--- src/rtl/nbit_alu_mc.sv ---
// nbit_alu_mc: handshaked ALU with registered result/flags; shift-add multiply built only when ALU_MUL_EN is defined
module nbit_alu_mc #(
   parameter int WIDTH = 8
) (
   input  logic             clk,
   input  logic             rst,
   input  logic             in_valid,
   output logic             in_ready,
   input  logic [3:0]       sel,
   input  logic [WIDTH-1:0] A,
   input  logic [WIDTH-1:0] B,
   output logic             out_valid,
   input  logic             out_ready,
   output logic [WIDTH-1:0] F,
   output logic             z,
   output logic             c_out,
   output logic             over_flow
);
`ifdef ALU_MUL_EN
   typedef enum logic [1:0] {IDLE = 2'd0, MUL = 2'd1, DONE = 2'd2} state_t;
`else
   typedef enum logic [1:0] {IDLE = 2'd0, DONE = 2'd2} state_t;
`endif
   state_t state, nxt;
   logic accept, mul_go;
   logic [WIDTH-1:0] alu_f;
   logic alu_c, alu_v;
   logic [WIDTH:0] sum;
   assign in_ready  = state == IDLE;
   assign out_valid = state == DONE;
   assign accept    = in_valid && in_ready;
`ifdef ALU_MUL_EN
   localparam int CW = $clog2(WIDTH + 1);
   logic [2*WIDTH-1:0] prod;
   logic [WIDTH-1:0] mcand;
   logic [CW-1:0] cnt;
   logic [WIDTH:0] psum;
   logic mul_last;
   assign mul_go   = accept && sel == 4'b0010;
   assign mul_last = cnt == CW'(WIDTH);
   assign psum     = {1'b0, prod[2*WIDTH-1:WIDTH]} + {1'b0, prod[0] ? mcand : {WIDTH{1'b0}}};
`else
   assign mul_go = 1'b0;
`endif
   // state register; reset aborts any operation in flight
   always_ff @(posedge clk) begin
      if (!rst) state <= IDLE;
      else state <= nxt;
   end
   // next-state: multiply detours through MUL, everything else goes straight to DONE
   always_comb begin
      nxt = state;
      case (state)
`ifdef ALU_MUL_EN
         IDLE: if (accept) nxt = mul_go ? MUL : DONE;
         MUL: if (mul_last) nxt = DONE;
`else
         IDLE: if (accept) nxt = DONE;
`endif
         DONE: if (out_ready) nxt = IDLE;
         default: nxt = IDLE;
      endcase
   end
   // single-cycle result and flags straight from the request inputs; unlisted opcodes give zero
   always_comb begin
      alu_f = '0;
      alu_c = 1'b0;
      alu_v = 1'b0;
      sum = '0;
      case (sel)
         4'b0000: begin
            sum = {1'b0, A} + {1'b0, B};
            {alu_c, alu_f} = sum;
            alu_v = (A[WIDTH-1] == B[WIDTH-1]) && (sum[WIDTH-1] != A[WIDTH-1]);
         end
         4'b0001: begin
            sum = {1'b0, A} + {1'b0, ~B} + (WIDTH+1)'(1);
            {alu_c, alu_f} = sum;
            alu_v = (A[WIDTH-1] != B[WIDTH-1]) && (sum[WIDTH-1] != A[WIDTH-1]);
         end
         4'b0011: begin
            alu_f = -A;
            alu_v = A == {1'b1, {(WIDTH-1){1'b0}}};
         end
         4'b1000: alu_f = A & B;
         4'b1001: alu_f = A ^ B;
         4'b1010: alu_f = A | B;
         4'b1011: alu_f = ~A;
         4'b1100: begin
            alu_f = {A[0], A[WIDTH-1:1]};
            alu_c = A[0];
         end
         4'b1101: begin
            alu_f = {A[WIDTH-2:0], A[WIDTH-1]};
            alu_c = A[WIDTH-1];
         end
         4'b1110: begin
            alu_f = {1'b0, A[WIDTH-1:1]};
            alu_c = A[0];
         end
         4'b1111: begin
            alu_f = {A[WIDTH-2:0], 1'b0};
            alu_c = A[WIDTH-1];
         end
         default: alu_f = '0;
      endcase
   end
   // result registers load on acceptance (or multiply completion) and hold otherwise
   always_ff @(posedge clk) begin
      if (!rst) begin
         F <= '0;
         z <= 1'b0;
         c_out <= 1'b0;
         over_flow <= 1'b0;
`ifdef ALU_MUL_EN
         prod <= '0;
         mcand <= '0;
         cnt <= '0;
`endif
      end else begin
         if (accept && !mul_go) begin
            F <= alu_f;
            z <= alu_f == '0;
            c_out <= alu_c;
            over_flow <= alu_v;
         end
`ifdef ALU_MUL_EN
         if (mul_go) begin
            mcand <= A;
            prod <= {{WIDTH{1'b0}}, B};
            cnt <= '0;
         end else if (state == MUL) begin
            if (mul_last) begin
               F <= prod[WIDTH-1:0];
               z <= prod[WIDTH-1:0] == '0;
               c_out <= |prod[2*WIDTH-1:WIDTH];
               over_flow <= 1'b0;
            end else begin
               prod <= {psum, prod[WIDTH-1:1]};
               cnt <= cnt + 1'b1;
            end
         end
`endif
      end
   end
endmodule

--- config.mk ---
export PLATFORM = sky130hd
export DESIGN_NAME = nbit_alu_mc
export DESIGN_NICKNAME = d
export VERILOG_FILES = /design/src/rtl/nbit_alu_mc.sv
export SDC_FILE = /design/constraint.sdc
export NUM_CORES = 1
export LEC_CHECK = 0
export ABC_AREA = 1
export CORE_ASPECT_RATIO = 1.75
export CORE_UTILIZATION = 50
export CTS_CLUSTER_DIAMETER = 120
export CTS_CLUSTER_SIZE = 10
export DETAILED_ROUTE_END_ITERATION = 6
export DONT_BUFFER_PORTS = 1
export GPL_TIMING_DRIVEN = 0
export PLACE_DENSITY = 0.72
export SYNTH_ARGS = -nofsm -noshare
export SYNTH_HDL_FRONTEND = slang
export SYNTH_SLANG_ARGS = --single-unit
--- constraint.sdc ---
create_clock -name clk -period 3.4 [get_ports clk]
set_clock_uncertainty 0.1 [all_clocks]
set_input_delay 0.68 -clock clk [delete_from_list [all_inputs] [get_ports clk]]
set_output_delay 0.68 -clock clk [all_outputs]
set_load 0.03 [all_outputs]
# Yosys cells after proc, flatten, opt, wreduce, memory -nomap -nowiden
# Index checks and enable logic that the tools add are counted.
# totals
register_bits,13
out_inout_bits,13
wordCells,47
# op_classes
add_sub_neg,4
eq_ne,18
n_mux,6
n_bitwise,5
reduce_logical,9
# ops
op,n
one-hot mux 8 bit (11 select lines),1
equality test 4 bit (second input constant),8
adder 8 x 8 -> 9 bit,2
NOT 8 bit,2
adder 9 x 1 -> 9 bit (second input constant),1
bitwise AND 8 bit,1
equality test 8 bit (second input constant),1
zero test 8 bit,1
negator 8 bit,1
bitwise OR 8 bit,1
XOR 8 bit,1
equality test 4 x 1 -> 1 bit (second input constant),1
equality test 4 x 2 -> 1 bit (second input constant),1
zero test 4 bit,1
two-way mux 2 bit,2
!= test 2 x 1 -> 1 bit (second input constant),2
one-hot mux 1 bit (4 select lines),1
one-hot mux 2 bit (2 select lines),1
OR reduction 2 bit,2
logical AND 1 bit,3
!= test 1 bit,3
one-hot mux 1 bit (3 select lines),1
equality test 2 bit (second input constant),1
zero test 2 bit,1
2 further kinds,2

# Depth between registers and ports, before layout
# Gate-level depths: netlist of run 1.
# logic_depth
depth_word,6
depth_mapped,15
mapped_depth_nobuf,15

# Least setup slack after synthesis of run 1
# No wires, ideal clock.
# synth_path
kind,input port to flip-flop
startpoint,input A[0]
endpoint,register z
setup_time_ps,70
arrival_time_ps,2170
required_ps,3230
slack_ps,1061
cell_stages,14
n_path_buf,0
path_cell_list,inv_1 > ha_1 > fa_1 > inv_1 > nand2_1 > nand2_1 > nand4_1 > nand2_1 > nand2_1 > nand3_1 > nand3_1 > nor2_1 > nand3_1 > a21oi_1
# synth_via
elab_chain_len,4
# synth_lines
item,line,source
start: declaration,10,"input logic [WIDTH-1:0] A,"
adder 8 x 8 -> 9 bit,77,"sum = {1'b0, A} + {1'b0, ~B} + (WIDTH+1)'(1);"
adder 9 x 1 -> 9 bit,77,
one-hot mux 8 bit (11 select lines) (*),70,case (sel)
zero test 8 bit (*),123,z <= alu_f == '0;
end signal: assignment,112,z <= 1'b0;
end signal: assignment,123,
end: declaration,15,"output logic z,"
# Every way passes the cells marked *; elsewhere a longest branch is shown, timed or not.
# A chain may end at the register's enable or synchronous reset.

# Worst setup path in the final report of run 1
# Ends and elaborated chain as after synthesis.

==> impl_results.md, run 1 <==
- Worst R2R Start: state[1]
- Worst slew slack as a fraction of its limit: 0.6873
- Yosys cell types: 27
- Number of register bits inferred by synthesis: 12
- Fraction of layout instances using a drive strength above 1: 0.05820
- Crit. Startpoint: A[0]
- Crit path launch type: input pin
- Setup repair after global routing missed its margin: no
- Setup TNS Final: 0 ns
- Synthesized netlist net count: between 400 and 500
- Worst-path clk slew: 0.05 ns
- Detailed-route vias per instance: 5.495
- Number of inserted filler cells in the final layout: 440
- Total iterations of the first detailed-routing run: 4
- Final period util: 0.7295
- Weighted congestion reported at the end of routability-driven placement: 0.9411
- Leakage power: between 1 and 1.5 nW
- Nets@finish: about 430
- Die boundary width: around 50 µm
- Number of buffers created by CTS: 3
- Total count of hold-check failures in the final report: 0
- Register-to-register path setup slack: about 1.4 ns
- Antenna diode count: 0
- Share of the yosys chip area belonging to registers: 0.1165
- Critical path depth in cells: 14
- Run status: finished, final reports clean
- Post-DP HPWL: 5.122 mm
- Crit path cell chain: inv_1 -> ha_1 -> fa_1 -> inv_1 -> nand2_1 -> nand2_1 -> nand4_1 -> nand2_1 -> nand2_1 -> nand3_1 -> nand3_1 -> nor2_1 -> nand3_1 -> a21oi_1
- Average instance area after synthesis: 5.499 µm²
- CTS tree: built
- Power density over the cells: between 200 and 250 nW/µm²
- Clock share of power: 0.245
- DP Cell Count: 423
- Critical path class: input pin to flip-flop
- Post-synthesis instance total: about 380
- Top-Level Pins: 37
- Cell seen most often among critical-path stages: sky130_fd_sc_hd__nand2_1
- Post-CTS resize count: 0
- Combined global-route utilization of all metal layers: 0.2983
- Residual DRC: 0
- WL/cell: 14.41 µm
- Floorplan Core Area: 3904 µm²
- Post-CTS setup buffer count: 0
- Warnings, synthesis: 0
- Slew Viols, Final: 0
- Largest net degree at the start of global routing: 11
- Standard cell with the maximum stage delay on the critical path: sky130_fd_sc_hd__fa_1
- Highest-count cells in the layout ignoring fill and taps: sky130_fd_sc_hd__nand2_1, sky130_fd_sc_hd__nor2_1, sky130_fd_sc_hd__nand3_1, sky130_fd_sc_hd__inv_1, sky130_fd_sc_hd__ha_1
- Most common cell after layout, fill and taps aside: sky130_fd_sc_hd__nand2_1
- Number of failing setup endpoints in the final timing report: 0
- Vias: 2341
- Iter 0 DRT Violations: 69
- Quantity of hold-fixing buffers added after cts: 0
- Crit-path max cell delay: 0.39 ns
- Congestion Overflow GR: 0
- Cell chosen for the clock root: sky130_fd_sc_hd__clkbuf_8
- Area added between synthesis and finish: 4.915%
- Vias in the first global route: 2240
- Largest fanout on the critical path: 7
- Number of cells in the finished layout apart from fillers: 426
- CP Buf/Inv Count: 2
- Critical path data required time: approximately 3.5 ns
- Wire length of the first global-routing pass: 9.929 mm
- Worst-case reg-to-reg path depth: 6
- Longest Clk Path Bufs: 2
- Post-route minimum period: 2.480 ns
- Total wire length: slightly above 6 mm
- Sequential Power Share: 0.330
- Footprint of the multi-input gates: between 1500 and 2000 µm²
- Count of maximum capacitance violations: 0
- Arrival time at the worst endpoint: 2.56 ns
- Psw: 0.0002305 W
- Worst Max-Slew Pin Slew: approximately 0.47 ns
- VDD IR max: 0.2023 mV
- Fmax: 0.4032 GHz
- Comb power frac: 0.425
- Initial core utilization: 0.5282
- Number of antenna-violating nets in the routed design: 0
- Clock latency at the later pin of the worst-skew pair: 0.24 ns
- Cell internal power dissipation: 0.0003061 W
- Floorplan row count: 30
- Clk sink count: 12
- Cell area after synthesis: roughly 2100 µm²
- Critical path's top delay family: simple AND/OR/NAND/NOR gates
- Switching power share of the total: 0.4296
- Initial antenna violation count: 0
- Buffers added on ports: 0
- Reg2Reg Capture Point: F[4]
- Min-Delay Path Class: input pin to flip-flop
- Y dimension of the die: 86.95 µm
- H-tree lvl count: 1
- Critical Path End Type: flip-flop
- Register area: 240.2 µm²
- Die area: 4395 µm²
- End point of the critical path: z
-- state kept, by name, summed over array words and instances, names as in the netlist --
name,flops
F,8
c_out,1
over_flow,1
state,1
z,1
-- synthesized netlist by cell type, drive strengths merged --
| library cell | number | area share |
|---|---|---|
| nor2 | 67 | 0.13 |
| o21ai | 20 | 0.049 |
| a21oi | 15 | 0.042 |
| buf | 4 | 0.014 |
| inv | 55 | 0.10 |
| nand4 | 10 | 0.030 |
| fa | 2 | 0.019 |
| o21a | 3 | 0.012 |
| nor3 | 2 | 0.0049 |
| nand3b | 2 | 0.0073 |
| clkbuf | 1 | 0.0018 |
| nand2 | 102 | 0.19 |
| ha | 25 | 0.15 |
| xnor2 | 1 | 0.0042 |
| o211ai | 1 | 0.0036 |
| dfxtp | 12 | 0.12 |
| a31oi | 1 | 0.0030 |
| xor2 | 1 | 0.0042 |
| nand3 | 50 | 0.12 |
| or2 | 1 | 0.0030 |
-- worst reg2reg max path, cell delays in order (launching register included) --
cell	delay, ns
sky130_fd_sc_hd__dfxtp_1	0.40
sky130_fd_sc_hd__inv_1	0.29
sky130_fd_sc_hd__nand2_1	0.30
sky130_fd_sc_hd__inv_1	0.18
sky130_fd_sc_hd__clkbuf_1	0.34
sky130_fd_sc_hd__o21ai_0	0.14
sky130_fd_sc_hd__a21oi_1	0.15
-- stage by stage --
step	setup slack (ns)	cell area, µm²	hold slack (ns)	utilization	power [W]
2_1_floorplan	1.061	2062	0.4963	-	0.0003535
3_3_place_gp	0.6952	2122	0.5066	0.5436	0.0004023
3_5_place_dp	0.6774	2122	0.5117	0.5436	0.0004051
4_1_cts	0.9238	2163	0.4543	0.5542	0.0005322
5_1_grt	0.7831	2163	0.4679	0.5542	0.0005733
6_report	0.9197	2163	0.4518	0.5542	0.0005366
-- cell type report --
| cell class | count | area share |
|---|---|---|
| Multi-Input combinational cell | 303 | 0.7316 |
| Sequential cell | 12 | 0.1110 |
| Inverter | 55 | 0.09543 |
| Tap cell | 48 | 0.02776 |
| Clock buffer | 3 | 0.01909 |
| Buffer | 5 | 0.01504 |
-- cell families (layout without fill, tap and decap cells) --
kind of cell | Yosys count | after routing | synth area share
xor+xnor | 2 | 2 | 0.008497
flops | 12 | 12 | 0.1165
fa+ha+maj | 27 | 27 | 0.1711
buf+inv | 60 | 63 | 0.1159
simple gates | 234 | 234 | 0.4794
compound gates | 40 | 40 | 0.1086
-- worst min path at each step --
stage | from | end | slack (ns) | cells after the start
4_1_cts | rst | state[1] | 0.45 | 1
6_report | rst | state[1] | 0.45 | 1
5_1_grt | rst | state[1] | 0.47 | 1
3_5_place_dp | c_out | c_out | 0.51 | 2
2_1_floorplan | c_out | c_out | 0.50 | 2
3_3_place_gp | c_out | c_out | 0.51 | 2
-- layer usage --
layer	track usage	part of all wire	vias up
li1	-	-	1203
met1	0.2675	0.36	1018
met2	0.5600	0.52	90
met3	0.04363	0.048	30
met4	0.2551	0.069	0
met5	0	0	-
-- power groups by stage --
stage / registers [W] / clock network (W) / logic (W)
final: 0.000177 / 0.000132 / 0.000228
after global routing: 0.000179 / 0.000136 / 0.000258
after CTS: 0.000178 / 0.000129 / 0.000226
after detailed placement: 0.000180 / 0 / 0.000225
after global placement: 0.000180 / 0 / 0.000223
after floorplan: 0.000179 / 0 / 0.000175
No activity file was read; power rests on OpenSTA's default activity.
==> inputs of run 2 (changes only) <==
Clock period 3.4 ns to 2.4 ns, I/O delays scaled along.
==> run 2 against run 1 <==
  * Combinational power grew 42%
  * Wire length down 0.36%
  * Via count shrank 0.26%
  * Final area is 0.12% higher
  * Highest routed layer unchanged
  * Largest power group unchanged
  * Sequential share of layout area about the same
==> impl_results.md, run 2 (synthesis gave the netlist of run 1 again) <==
- Slew Viols, Final: 0 (unchanged)
- Cell chosen for the clock root: sky130_fd_sc_hd__clkbuf_8
- VDD IR max: 0.2866 mV (+42%)
- Congestion Overflow GR: 0 (unchanged)
- Design Area, Final: 2166 µm² (+0.12%)
- Nets@finish: 431 (unchanged)
- Initial antenna violation count: 0 (unchanged)
- Power density over the cells: 351.1 nW/µm² (+42%)
- Floorplan row count: 30 (unchanged)
- Largest fanout on the critical path: 7 (unchanged)
- Final critical-path setup slack: 0.1707 ns (-0.7490 ns)
- Largest net degree at the start of global routing: 11 (unchanged)
- Post-route minimum period: 2.229 ns
- Worst-case reg-to-reg path depth: 6 (unchanged)
- Post-DP HPWL: 5.122 mm (unchanged)
- Total wire length: 6.118 mm (-0.36%)
- Critical path data required time: 2.48 ns (-1.00 ns)
- Longest Clk Path Bufs: 2 (unchanged)
- Comb power frac: 0.425 (about the same)
- Detailed-route vias per instance: 5.481 (-0.26%)
- Die boundary width: 50.55 µm (unchanged)
- Total count of hold-check failures in the final report: 0 (unchanged)
- Register-to-register path setup slack: 0.42 ns (-1.00 ns)
- Top-Level Pins: 37 (unchanged)
- Setup repair after global routing missed its margin: no
- Post-CTS resize count: 0 (unchanged)
- Reg2Reg Capture Point: F[4]
- Quantity of hold-fixing buffers added after cts: 0 (unchanged)
- Die area: 4395 µm² (unchanged)
- Switching power share of the total: 0.4295 (about the same)
- Critical Path End Type: flip-flop
- Crit path cell chain: inv_1 -> ha_2 -> fa_1 -> inv_1 -> nand2_1 -> nand2_1 -> nand4_1 -> nand2_1 -> nand2_1 -> nand3_1 -> nand3_1 -> nor2_1 -> nand3_1 -> a21oi_1
- Number of antenna-violating nets in the routed design: 0 (unchanged)
- Number of inserted filler cells in the final layout: 442 (+0.45%)
- CTS tree: built
- Sequential Power Share: 0.330 (about the same)
- Weighted congestion reported at the end of routability-driven placement: 0.9411 (unchanged)
- Worst-path clk slew: 0.05 ns (about the same)
- Clk sink count: 12 (unchanged)
- Vias in the first global route: 2240 (unchanged)
- Clock share of power: 0.245 (about the same)
- Worst slew slack as a fraction of its limit: 0.6828 (-0.004542)
- Cell seen most often among critical-path stages: sky130_fd_sc_hd__nand2_1
- Worst Min Path Start: rst
- Standard cell with the maximum stage delay on the critical path: sky130_fd_sc_hd__fa_1
- Crit-path max cell delay: 0.38 ns (about the same)
- Initial core utilization: 0.5282 (unchanged)
- Register containing the most flip-flops in the final layout: F
- Post-detailed-placement cell area: 2122 µm² (unchanged)
- Total iterations of the first detailed-routing run: 4 (unchanged)
- CP Buf/Inv Count: 2 (unchanged)
- Floorplan Core Area: 3904 µm² (unchanged)
- Cell internal power dissipation: 0.0004338 W (+42%)
- Residual DRC: 0 (unchanged)
- Number of failing setup endpoints in the final timing report: 0 (unchanged)
- Buffers added on ports: 0 (unchanged)
- Fmax: between 0.4 and 0.5 GHz
- Largest register FFs: 8 (unchanged)
- Number of buffers created by CTS: 3 (unchanged)
- Y dimension of the die: 86.95 µm (unchanged)
- Post-placement worst setup slack: -0.1226 ns (-0.8000 ns)
- Critical path's top delay family: simple AND/OR/NAND/NOR gates
- H-tree lvl count: 1 (unchanged)
- Worst Max-Slew Pin Slew: 0.4741 ns (+0.006789 ns)
- Highest-count cells in the layout ignoring fill and taps: sky130_fd_sc_hd__nand2_1, sky130_fd_sc_hd__nor2_1, sky130_fd_sc_hd__nand3_1, sky130_fd_sc_hd__inv_1, sky130_fd_sc_hd__ha_1
- Final period util: 0.9289
- Min-Delay Path Class: input pin to flip-flop
- Wire length of the first global-routing pass: 9.929 mm (unchanged)
- Post-CTS setup buffer count: 0 (unchanged)
- Run status: finished, final reports clean
- Crit path launch type: input pin
- Vias: 2335 (-0.26%)
- Combined global-route utilization of all metal layers: 0.2983 (unchanged)
- WL/cell: 14.36 µm (-0.36%)
- Leakage power: 1.158 nW (-0.14%)
- Worst R2R Start: state[1]
- Clock latency at the later pin of the worst-skew pair: 0.24 ns (about the same)
- Setup TNS Final: 0 ns (unchanged)
- Area added between synthesis and finish: 5.037%
- Iter 0 DRT Violations: 68 (-1.4%)
- Critical path class: input pin to flip-flop
- Hold Path End: state[1]
- Antenna diode count: 0 (unchanged)
- Count of cells along the worst hold path: 1 (unchanged)
- Most common cell after layout, fill and taps aside: sky130_fd_sc_hd__nand2_1
- Psw: 0.0003266 W (+42%)
- Fraction of layout instances using a drive strength above 1: 0.06085 (+0.002646)
- Arrival time at the worst endpoint: 2.30 ns (-0.26 ns)
- Count of maximum capacitance violations: 0 (unchanged)
## run 2: final cells by class
class | instances | area (µm²) | area share
clock buffers | 3 | 41.29 | 0.01906
flip-flops and latches | 12 | 240.2 | 0.1109
plain buffers | 5 | 32.53 | 0.01502
inverters | 55 | 206.4 | 0.09532
well taps | 48 | 60.06 | 0.02773
multi-input cells | 303 | 1585 | 0.7319
## run 2: worst max path at each step
| stage | from | cells after the start | endpoint | slack, ns |
|---|---|---|---|---|
| 6_report | A[0] | 14 | z | 0.17 |
| 5_1_grt | A[0] | 14 | z | 0.03 |
| 4_1_cts | A[0] | 14 | z | 0.12 |
| 3_5_place_dp | A[0] | 14 | z | -0.12 |
| 3_3_place_gp | A[0] | 14 | z | -0.10 |
| 2_1_floorplan | A[0] | 14 | z | 0.26 |
## run 2: worst reg2reg max path, delay by kind of cell (launching register included)
family                 cells  cell delay (ns)
AO/OA/AOI/OAI              2             0.29
buffers and inverters      3             0.81
flip-flops                 1             0.40
AND/OR/NAND/NOR            1             0.30
## run 2: stage by stage
step | total power (W) | util | hold WS (ns) | std cells
after CTS | 0.0007540 | 0.5542 | 0.2543 | 426
after floorplan | 0.0005008 | - | 0.4963 | 375
final | 0.0007604 | 0.5548 | 0.2516 | 426
after detailed placement | 0.0005738 | 0.5436 | 0.5024 | 423
after global placement | 0.0005699 | 0.5436 | 0.5002 | 423
after global routing | 0.0008125 | 0.5548 | 0.2679 | 426
## run 2: routing by layer
metal | vias up | wire, µm | track usage
met2 | 93 | 3093 | 0.5600
li1 | 1203 | - | -
met4 | 0 | 511 | 0.2551
met5 | - | 0 | 0
met1 | 1004 | 2194 | 0.2675
met3 | 35 | 318 | 0.04363
## run 2: power by group through the flow
stage	Combinational, W	Sequential, W	Clock, W
final	0.000323	0.000251	0.000187
after global routing	0.000367	0.000253	0.000193
after CTS	0.000320	0.000252	0.000182
after detailed placement	0.000318	0.000256	0
after global placement	0.000315	0.000255	0
after floorplan	0.000247	0.000254	0
==> inputs of run 3 (changes only) <==
Settings changed: CAP_MARGIN set to 10.
==> results of run 3 <==
No change in the layout: final DEF, timing and power equal those of run 2.
